--- src/rtl/req_fork_join.sv ---
// rtl/req_fork_join.sv - clocked fork/join request sequencer with timeout
//
// Purpose:
//   Launches a one-cycle request pulse to the enabled workers of a round.
//   Collects their asynchronous done-req rising edges and pulses fin once
//   every enabled worker has answered. Flags a sticky timeout when a worker
//   stays silent for TIMEOUT_CYCLES cycles in WAIT.
//
// Parameters:
//   REQ_NUMBER     number of worker channels (>=1)
//   SYNC_STAGES    flops per reqs synchroniser (>=2)
//   TIMEOUT_CYCLES WAIT cycles before timeout; 0 disables the timeout
//   CNT_W          width of roundCount
//
// Ports:
//   clk         in   1           single clock, all logic on posedge
//   rst_n       in   1           asynchronous active-low reset
//   start       in   1           begin a round; sampled only in IDLE
//   mask        in   REQ_NUMBER  channels taking part; captured with start
//   reqs        in   REQ_NUMBER  asynchronous done-reqs (rising edge = done)
//   launch      out  REQ_NUMBER  one-cycle request pulse to enabled workers
//   busy        out  1           high from start accept until back in IDLE
//   fin         out  1           one-cycle pulse: all enabled workers done
//   timeout     out  1           sticky error flag; cleared by next accepted start
//   pending     out  REQ_NUMBER  enabled channels not yet done
//   roundCount  out  CNT_W       completed rounds, wraps modulo 2^CNT_W

module req_fork_join #(
  parameter int REQ_NUMBER     = 2,
  parameter int SYNC_STAGES    = 2,
  parameter int TIMEOUT_CYCLES = 1024,
  parameter int CNT_W          = 16
) (
  input  logic                  clk,
  input  logic                  rst_n,
  input  logic                  start,
  input  logic [REQ_NUMBER-1:0] mask,
  input  logic [REQ_NUMBER-1:0] reqs,
  output logic [REQ_NUMBER-1:0] launch,
  output logic                  busy,
  output logic                  fin,
  output logic                  timeout,
  output logic [REQ_NUMBER-1:0] pending,
  output logic [CNT_W-1:0]      roundCount
);

  // The timer only has to reach TIMEOUT_CYCLES-1, so clog2 bits are enough.
  localparam int TMR_W = (TIMEOUT_CYCLES > 1) ? $clog2(TIMEOUT_CYCLES) : 1;
  localparam bit TMR_EN = (TIMEOUT_CYCLES != 0);
  localparam int TMR_LAST_INT = (TIMEOUT_CYCLES > 0) ? (TIMEOUT_CYCLES - 1) : 0;
  localparam logic [TMR_W-1:0] TMR_LAST = TMR_W'(TMR_LAST_INT);

  typedef enum logic [2:0] {
    ST_IDLE   = 3'd0,
    ST_LAUNCH = 3'd1,
    ST_WAIT   = 3'd2,
    ST_DONE   = 3'd3,
    ST_TOUT   = 3'd4
  } state_t;

  state_t                                 state_q, state_d;
  logic [SYNC_STAGES-1:0][REQ_NUMBER-1:0] sync_q, sync_d;
  logic [REQ_NUMBER-1:0]                  prev_q, prev_d;
  logic [REQ_NUMBER-1:0]                  active_mask_q, active_mask_d;
  logic [REQ_NUMBER-1:0]                  pending_q, pending_d;
  logic                                   timeout_q, timeout_d;
  logic [TMR_W-1:0]                       timer_q, timer_d;
  logic [CNT_W-1:0]                       round_count_q, round_count_d;

  logic [REQ_NUMBER-1:0]                  req_sync;
  logic [REQ_NUMBER-1:0]                  req_edge;
  logic [REQ_NUMBER-1:0]                  pending_cleared;

  // ------------------------------------------------------------------
  // Input conditioning: shift register synchroniser, then a history flop
  // for rising-edge detection. Stage 0 samples the raw asynchronous input.
  // ------------------------------------------------------------------
  always_comb begin
    sync_d   = {sync_q[SYNC_STAGES-2:0], reqs};
    req_sync = sync_q[SYNC_STAGES-1];
    prev_d   = req_sync;
    req_edge = req_sync & ~prev_q;
  end

  // Edges only count for channels of the current round; repeat edges on an
  // already-cleared channel fall out naturally because the bit is already 0.
  assign pending_cleared = pending_q & ~(req_edge & active_mask_q);

  // ------------------------------------------------------------------
  // State register and datapath flops
  // ------------------------------------------------------------------
  always_ff @(posedge clk or negedge rst_n) begin
    if (!rst_n) begin
      state_q       <= ST_IDLE;
      sync_q        <= '0;
      prev_q        <= '0;
      active_mask_q <= '0;
      pending_q     <= '0;
      timeout_q     <= 1'b0;
      timer_q       <= '0;
      round_count_q <= '0;
    end else begin
      state_q       <= state_d;
      sync_q        <= sync_d;
      prev_q        <= prev_d;
      active_mask_q <= active_mask_d;
      pending_q     <= pending_d;
      timeout_q     <= timeout_d;
      timer_q       <= timer_d;
      round_count_q <= round_count_d;
    end
  end

  // ------------------------------------------------------------------
  // Next-state and datapath update
  // ------------------------------------------------------------------
  always_comb begin
    state_d       = state_q;
    active_mask_d = active_mask_q;
    pending_d     = pending_q;
    timeout_d     = timeout_q;
    timer_d       = timer_q;
    round_count_d = round_count_q;

    unique case (state_q)
      ST_IDLE: begin
        // Edges arriving here (e.g. a level high at reset release) are
        // deliberately not looked at: pending only moves in LAUNCH/WAIT.
        if (start) begin
          timeout_d     = 1'b0;
          active_mask_d = mask;
          pending_d     = mask;
          timer_d       = '0;
          // An empty round still completes, it just skips the launch.
          state_d       = (mask != '0) ? ST_LAUNCH : ST_DONE;
        end
      end

      ST_LAUNCH: begin
        // A worker may already be answering while the launch is out.
        pending_d = pending_cleared;
        state_d   = ST_WAIT;
      end

      ST_WAIT: begin
        pending_d = pending_cleared;
        // Completion is tested before expiry so a last answer arriving on
        // the final timer cycle still finishes the round cleanly.
        if ((pending_q & ~req_edge) == '0) begin
          state_d = ST_DONE;
        end else begin
          timer_d = timer_q + TMR_W'(1);
          if (TMR_EN && (timer_q == TMR_LAST)) begin
            state_d = ST_TOUT;
          end
        end
      end

      ST_DONE: begin
        round_count_d = round_count_q + CNT_W'(1);
        state_d       = ST_IDLE;
      end

      ST_TOUT: begin
        // pending keeps the silent channels for post-mortem inspection.
        timeout_d = 1'b1;
        state_d   = ST_IDLE;
      end

      default: begin
        state_d = ST_IDLE;
      end
    endcase
  end

  // ------------------------------------------------------------------
  // Outputs: decoded from flops only, so no input-to-output paths.
  // ------------------------------------------------------------------
  assign launch     = (state_q == ST_LAUNCH) ? active_mask_q : '0;
  assign busy       = (state_q != ST_IDLE);
  assign fin        = (state_q == ST_DONE);
  assign timeout    = timeout_q;
  assign pending    = pending_q;
  assign roundCount = round_count_q;

endmodule

--- config.mk ---
export PLATFORM = sky130hd
export DESIGN_NAME = req_fork_join
export DESIGN_NICKNAME = d
export VERILOG_FILES = /design/src/rtl/req_fork_join.sv
export SDC_FILE = /design/constraint.sdc
export NUM_CORES = 1
export LEC_CHECK = 0
export BUFFER_PORTS_ARGS = -buffer_cell sky130_fd_sc_hd__buf_2
export CAP_MARGIN = 20
export CORE_AREA = 2 2 59 117
export DETAILED_ROUTE_END_ITERATION = 8
export DIE_AREA = 0 0 61 119
export PLACE_DENSITY = 0.59
export SYNTH_ARGS = -nofsm -noshare
export SYNTH_HDL_FRONTEND = slang
export SYNTH_SLANG_ARGS = --single-unit
--- constraint.sdc ---
create_clock -name clk -period 1.7 [get_ports clk]
set_clock_uncertainty 0.2 [all_clocks]
set_input_delay 0.17 -clock clk [delete_from_list [all_inputs] [get_ports clk]]
set_output_delay 0.17 -clock clk [all_outputs]
set_load 0.05 [all_outputs]
==> metrics.log <==
[metrics] synthesized flop and latch total: 40
[metrics] FFs w/ async S/R, synth: 1.000
[metrics] fillers: 622
[metrics] most numerous cell in the Yosys netlist: sky130_fd_sc_hd__dfrtp_1
[metrics] result of the run: finished with violations
[metrics] worst flop-to-flop path startpoint: state_q[1]
[metrics] antenna violations before repair: 0
[metrics] final critical delay including setup and external delays: 1.768 ns
[metrics] dominant combinational cell family by area after synthesis: simple AND/OR/NAND/NOR gates
[metrics] sequential share of power: 0.308
[metrics] sequential cell area: around 0.0010 mm^2
[metrics] number of standard-cell rows in the floorplan: 42
[metrics] total area of multi-input combinational cells: 928.4 um^2
[metrics] data arrival at the endpoint of the critical path: 1.71 ns
[metrics] number of top-level pins: 30
[metrics] Gate Count Post-Synth: 170
[metrics] CP Data Required Time: ~1.7 ns
[metrics] width of the chip: 61 um
[metrics] sinks on the clock net: 40
[metrics] number of buffers between clock root and the deepest sink: 2
[metrics] share of the yosys chip area belonging to registers: 0.5376
[metrics] global-route wire length before repair: 7176 um
[metrics] Worst setup endpoint: pending[1]
[metrics] start-to-end type of the worst setup path: register to register
[metrics] synthesis warning total: 0
[metrics] initial standard-cell utilization of the core: 0.2880
[metrics] count of nets after finishing: 245
[metrics] CP bufs+invs: 2
[metrics] Clk Latency, worst-skew pair: 0.28 ns
[metrics] all-layer global routing usage: 0.1289
[metrics] first-pass iteration count of the detailed router: 4
[metrics] Port Buffers: 29
[metrics] Fin. Hold Viols: 0
[metrics] hold path depth: 3
[metrics] Post-Place Setup Slack: 0.01831 ns
[metrics] post-synth top area share: 0.5376
[metrics] total internal power: around 2.6 mW
[metrics] total stage count of the critical path: 5
[metrics] per-cell via count in the routed design: 4.855
[metrics] power consumption: 4.248 mW
[metrics] number of enable-type register cells in the synthesized netlist: 0
[metrics] total length of routed wires: 4401 um
[metrics] Die Outline Area: roughly 0.0073 mm^2
[metrics] area delta synth->final: 46.04%
[metrics] Routability Congestion: 0.8689
[metrics] post-detailed-route wirelength per cell: 13.54 um
[metrics] Post-DRT Antenna Nets: 0
[metrics] slew at the pin with the worst max-slew slack: ~0.49 ns
[metrics] Net Count, Synth: ~180
[metrics] leak pwr: roughly 1.2 nW
[metrics] share of the synthesized netlist area taken by xor and xnor gates: 0.07527
[metrics] CP max stage cell: sky130_fd_sc_hd__dfrtp_2
[metrics] Area contributors post-synth: sky130_fd_sc_hd__dfrtp_1 (54%), sky130_fd_sc_hd__xnor2_1 (6.6%), sky130_fd_sc_hd__nand2_1 (4.4%)
[metrics] cells traversed along the worst timing path: buf_6, buf_4, xnor2_1, nor4b_1, o21ai_0
[metrics] simple-gate share of the synthesized area: 0.2419
[metrics] switching share of power: 0.3826
[metrics] Final setup violation count: 8
[metrics] antenna diode count: 0
[metrics] dominant delay contributor by cell family on the critical path: flip-flops
[metrics] clock-pin slew on the worst setup and hold paths: ~0.06 ns
[metrics] violated checks: setup timing
[metrics] sum of negative setup slack: -0.2329 ns
[metrics] Iteration-0 DRC Markers: 58
[metrics] capture instance of the worst register-to-register path: pending[1]
[metrics] final worst-path cycle share: 1.040
[metrics] Worst setup EP type: register
[metrics] Final WS setup: -0.06759 ns
[metrics] VDD IR max: roughly 0.0012 V
[metrics] dpl hpwl: 3068 um
[metrics] via total after detailed routing: ~1600
[metrics] launch point of the critical path: state_q[1]
[metrics] Sw Pwr: around 1.6 mW
[metrics] library cell used as clock root buffer: sky130_fd_sc_hd__clkbuf_16
[metrics] height of the die: 119 um
[metrics] average size of a mapped cell: 10.95 um^2
[metrics] cell depth of the worst flop-to-flop path: 5
[metrics] minimum setup slack among reg-to-reg paths: -0.07 ns
[metrics] combinational share of power: 0.443
[metrics] pin count of the biggest net entering global routing: 22
[metrics] startpoint type of the worst setup path: register
[metrics] unrepaired setup endpoints after global routing: true
[metrics] type of the worst min-delay path: input port to register
[metrics] via count of the first global-routing pass: around 1600
[metrics] top cells by instance count after synthesis: sky130_fd_sc_hd__dfrtp_1 (40), sky130_fd_sc_hd__nand2_1 (22), sky130_fd_sc_hd__nand3_1 (15)
[metrics] library cell with the largest summed area after synthesis: sky130_fd_sc_hd__dfrtp_1
[metrics] peak fanout along the critical path: 5
[metrics] utilization after layout: 0.4206
[metrics] highest cell delay on the worst timing path: 0.44 ns
[metrics] floorplan core area: roughly 0.0065 mm^2
[metrics] Post-Syn Area: around 0.0019 mm^2
[metrics] number of H-tree levels: 2
[metrics] mux cell area share after synthesis: 0.02218
[metrics] fraction of layout instances using a drive strength above 1: 0.4430
[metrics] synthesized-area fraction occupied by ao, oa, aoi and oai cells: 0.08266
[metrics] post-synthesis adder-cell area fraction: 0.01344
[metrics] count of unresolved DRC violations after routing: 0
[metrics] power density relative to cell area: 1563 mW/mm^2
[metrics] Netlist cell types: 40
[metrics] clock power share: 0.250
[metrics] maximum operating frequency: 565.7 MHz
[metrics] max-cap violation count: 0
[metrics] clock tree from TritonCTS: done
[metrics] final number of max-transition violations: 0
[metrics] worst-case headroom to the max-slew limit: 0.6757
[metrics] total congestion overflow: 0
[metrics] Synth Flop Type: sky130_fd_sc_hd__dfrtp_1
[metrics] CTS Buf Count: 5
sequential cells by signal (all words and copies together), names as in the netlist:
signal	count
active_mask_q	2
timeout	1
roundCount	16
timer_q	10
pending	2
prev_d	2
state_q	3
sync_d	2
prev_q	2
area by class of cell:
cell class | count | area share
timing repair buffer | 68 | 0.1864
multi-input combinational | 121 | 0.3415
clock buffer | 6 | 0.04740
tap | 88 | 0.04050
clock inverter | 2 | 0.01289
sequential | 40 | 0.3714
how the worst min path moves through the flow:
stage	slack (ns)	endpoint	start
2_1_floorplan	-0.33	active_mask_q[0]	rst_n
3_3_place_gp	-0.05	roundCount[1]	rst_n
3_5_place_dp	-0.04	roundCount[1]	rst_n
4_1_cts	0.007	timeout	start
5_1_grt	0.008	timeout	start
6_report	0.003	timeout	start
layout by cell type (no fill, tap or decap), types with 3 or more instances in the layout:
| cell | instances |
|---|---|
| sky130_fd_sc_hd__dfrtp_1 | 33 |
| sky130_fd_sc_hd__nand2_2 | 4 |
| sky130_fd_sc_hd__o21ai_0 | 3 |
| sky130_fd_sc_hd__buf_2 | 25 |
| sky130_fd_sc_hd__and3_1 | 3 |
| sky130_fd_sc_hd__xnor2_1 | 14 |
| sky130_fd_sc_hd__nand4_1 | 6 |
| sky130_fd_sc_hd__dfrtp_2 | 7 |
| sky130_fd_sc_hd__nor3_1 | 3 |
| sky130_fd_sc_hd__and2_1 | 3 |
| sky130_fd_sc_hd__a21oi_2 | 3 |
| sky130_fd_sc_hd__mux2i_1 | 3 |
| sky130_fd_sc_hd__o211ai_1 | 5 |
| sky130_fd_sc_hd__clkbuf_16 | 5 |
| sky130_fd_sc_hd__nand3_1 | 10 |
| sky130_fd_sc_hd__buf_6 | 9 |
| sky130_fd_sc_hd__dlygate4sd3_1 | 5 |
| sky130_fd_sc_hd__a21oi_1 | 3 |
| sky130_fd_sc_hd__nand2_1 | 18 |
| sky130_fd_sc_hd__buf_4 | 28 |
| sky130_fd_sc_hd__nand3_2 | 5 |
metrics by stage:
step | cells | hold slack (ns) | cell area (um^2)
2_1_floorplan | 170 | -0.3256 | 1939
4_1_cts | 322 | 0.007043 | 2649
5_1_grt | 325 | 0.007723 | 2719
6_report | 325 | 0.003351 | 2719
3_5_place_dp | 303 | -0.03869 | 2327
3_3_place_gp | 303 | -0.04621 | 2327
power by group through the flow:
stage | clock network [mW] | logic, mW | registers, mW
6_report | 1.06 | 1.88 | 1.31
5_1_grt | 1.12 | 2.02 | 1.33
4_1_cts | 1.08 | 1.78 | 1.30
3_5_place_dp | 0 | 1.56 | 1.32
3_3_place_gp | 0 | 1.53 | 1.31
2_1_floorplan | 0 | 0.755 | 1.57
repair_timing:
action / CTS / global route
pin swaps: 4 / 7
buffers inserted: 6 / 3
endpoints found under the hold margin: 25 / 0
hold buffers: 5 / 0
gates resized for setup: 17 / 11
endpoints found under the setup margin: 5 / 15
worst register-to-register path, stage by stage, from the launching register on:
cell and delay, ns:
sky130_fd_sc_hd__dfrtp_2 0.44, sky130_fd_sc_hd__buf_6 0.14, sky130_fd_sc_hd__buf_4 0.14, sky130_fd_sc_hd__xnor2_1 0.14
sky130_fd_sc_hd__nor4b_1 0.41, sky130_fd_sc_hd__o21ai_0 0.16
routing by layer:
layer  track usage  share of wire  vias up
met5             0              0        -
met2        0.1875           0.47       44
met4       0.04348          0.023        0
met1        0.1837           0.47      777
met3       0.03366          0.044        9
li1              -              -      748
cell families (layout without fill, tap and decap cells):
| family | after synthesis | after routing |
|---|---|---|
| muxes | 4 | 4 |
| DFF | 40 | 40 |
| xor gates and xnor gates | 16 | 16 |
| and+or+nand+nor | 77 | 77 |
| adders and majority gates | 2 | 2 |
| buffers and inverters | 9 | 76 |
| AOI/OAI and AO/OA | 22 | 22 |
Note: power is estimated with default switching activity, not from simulation.
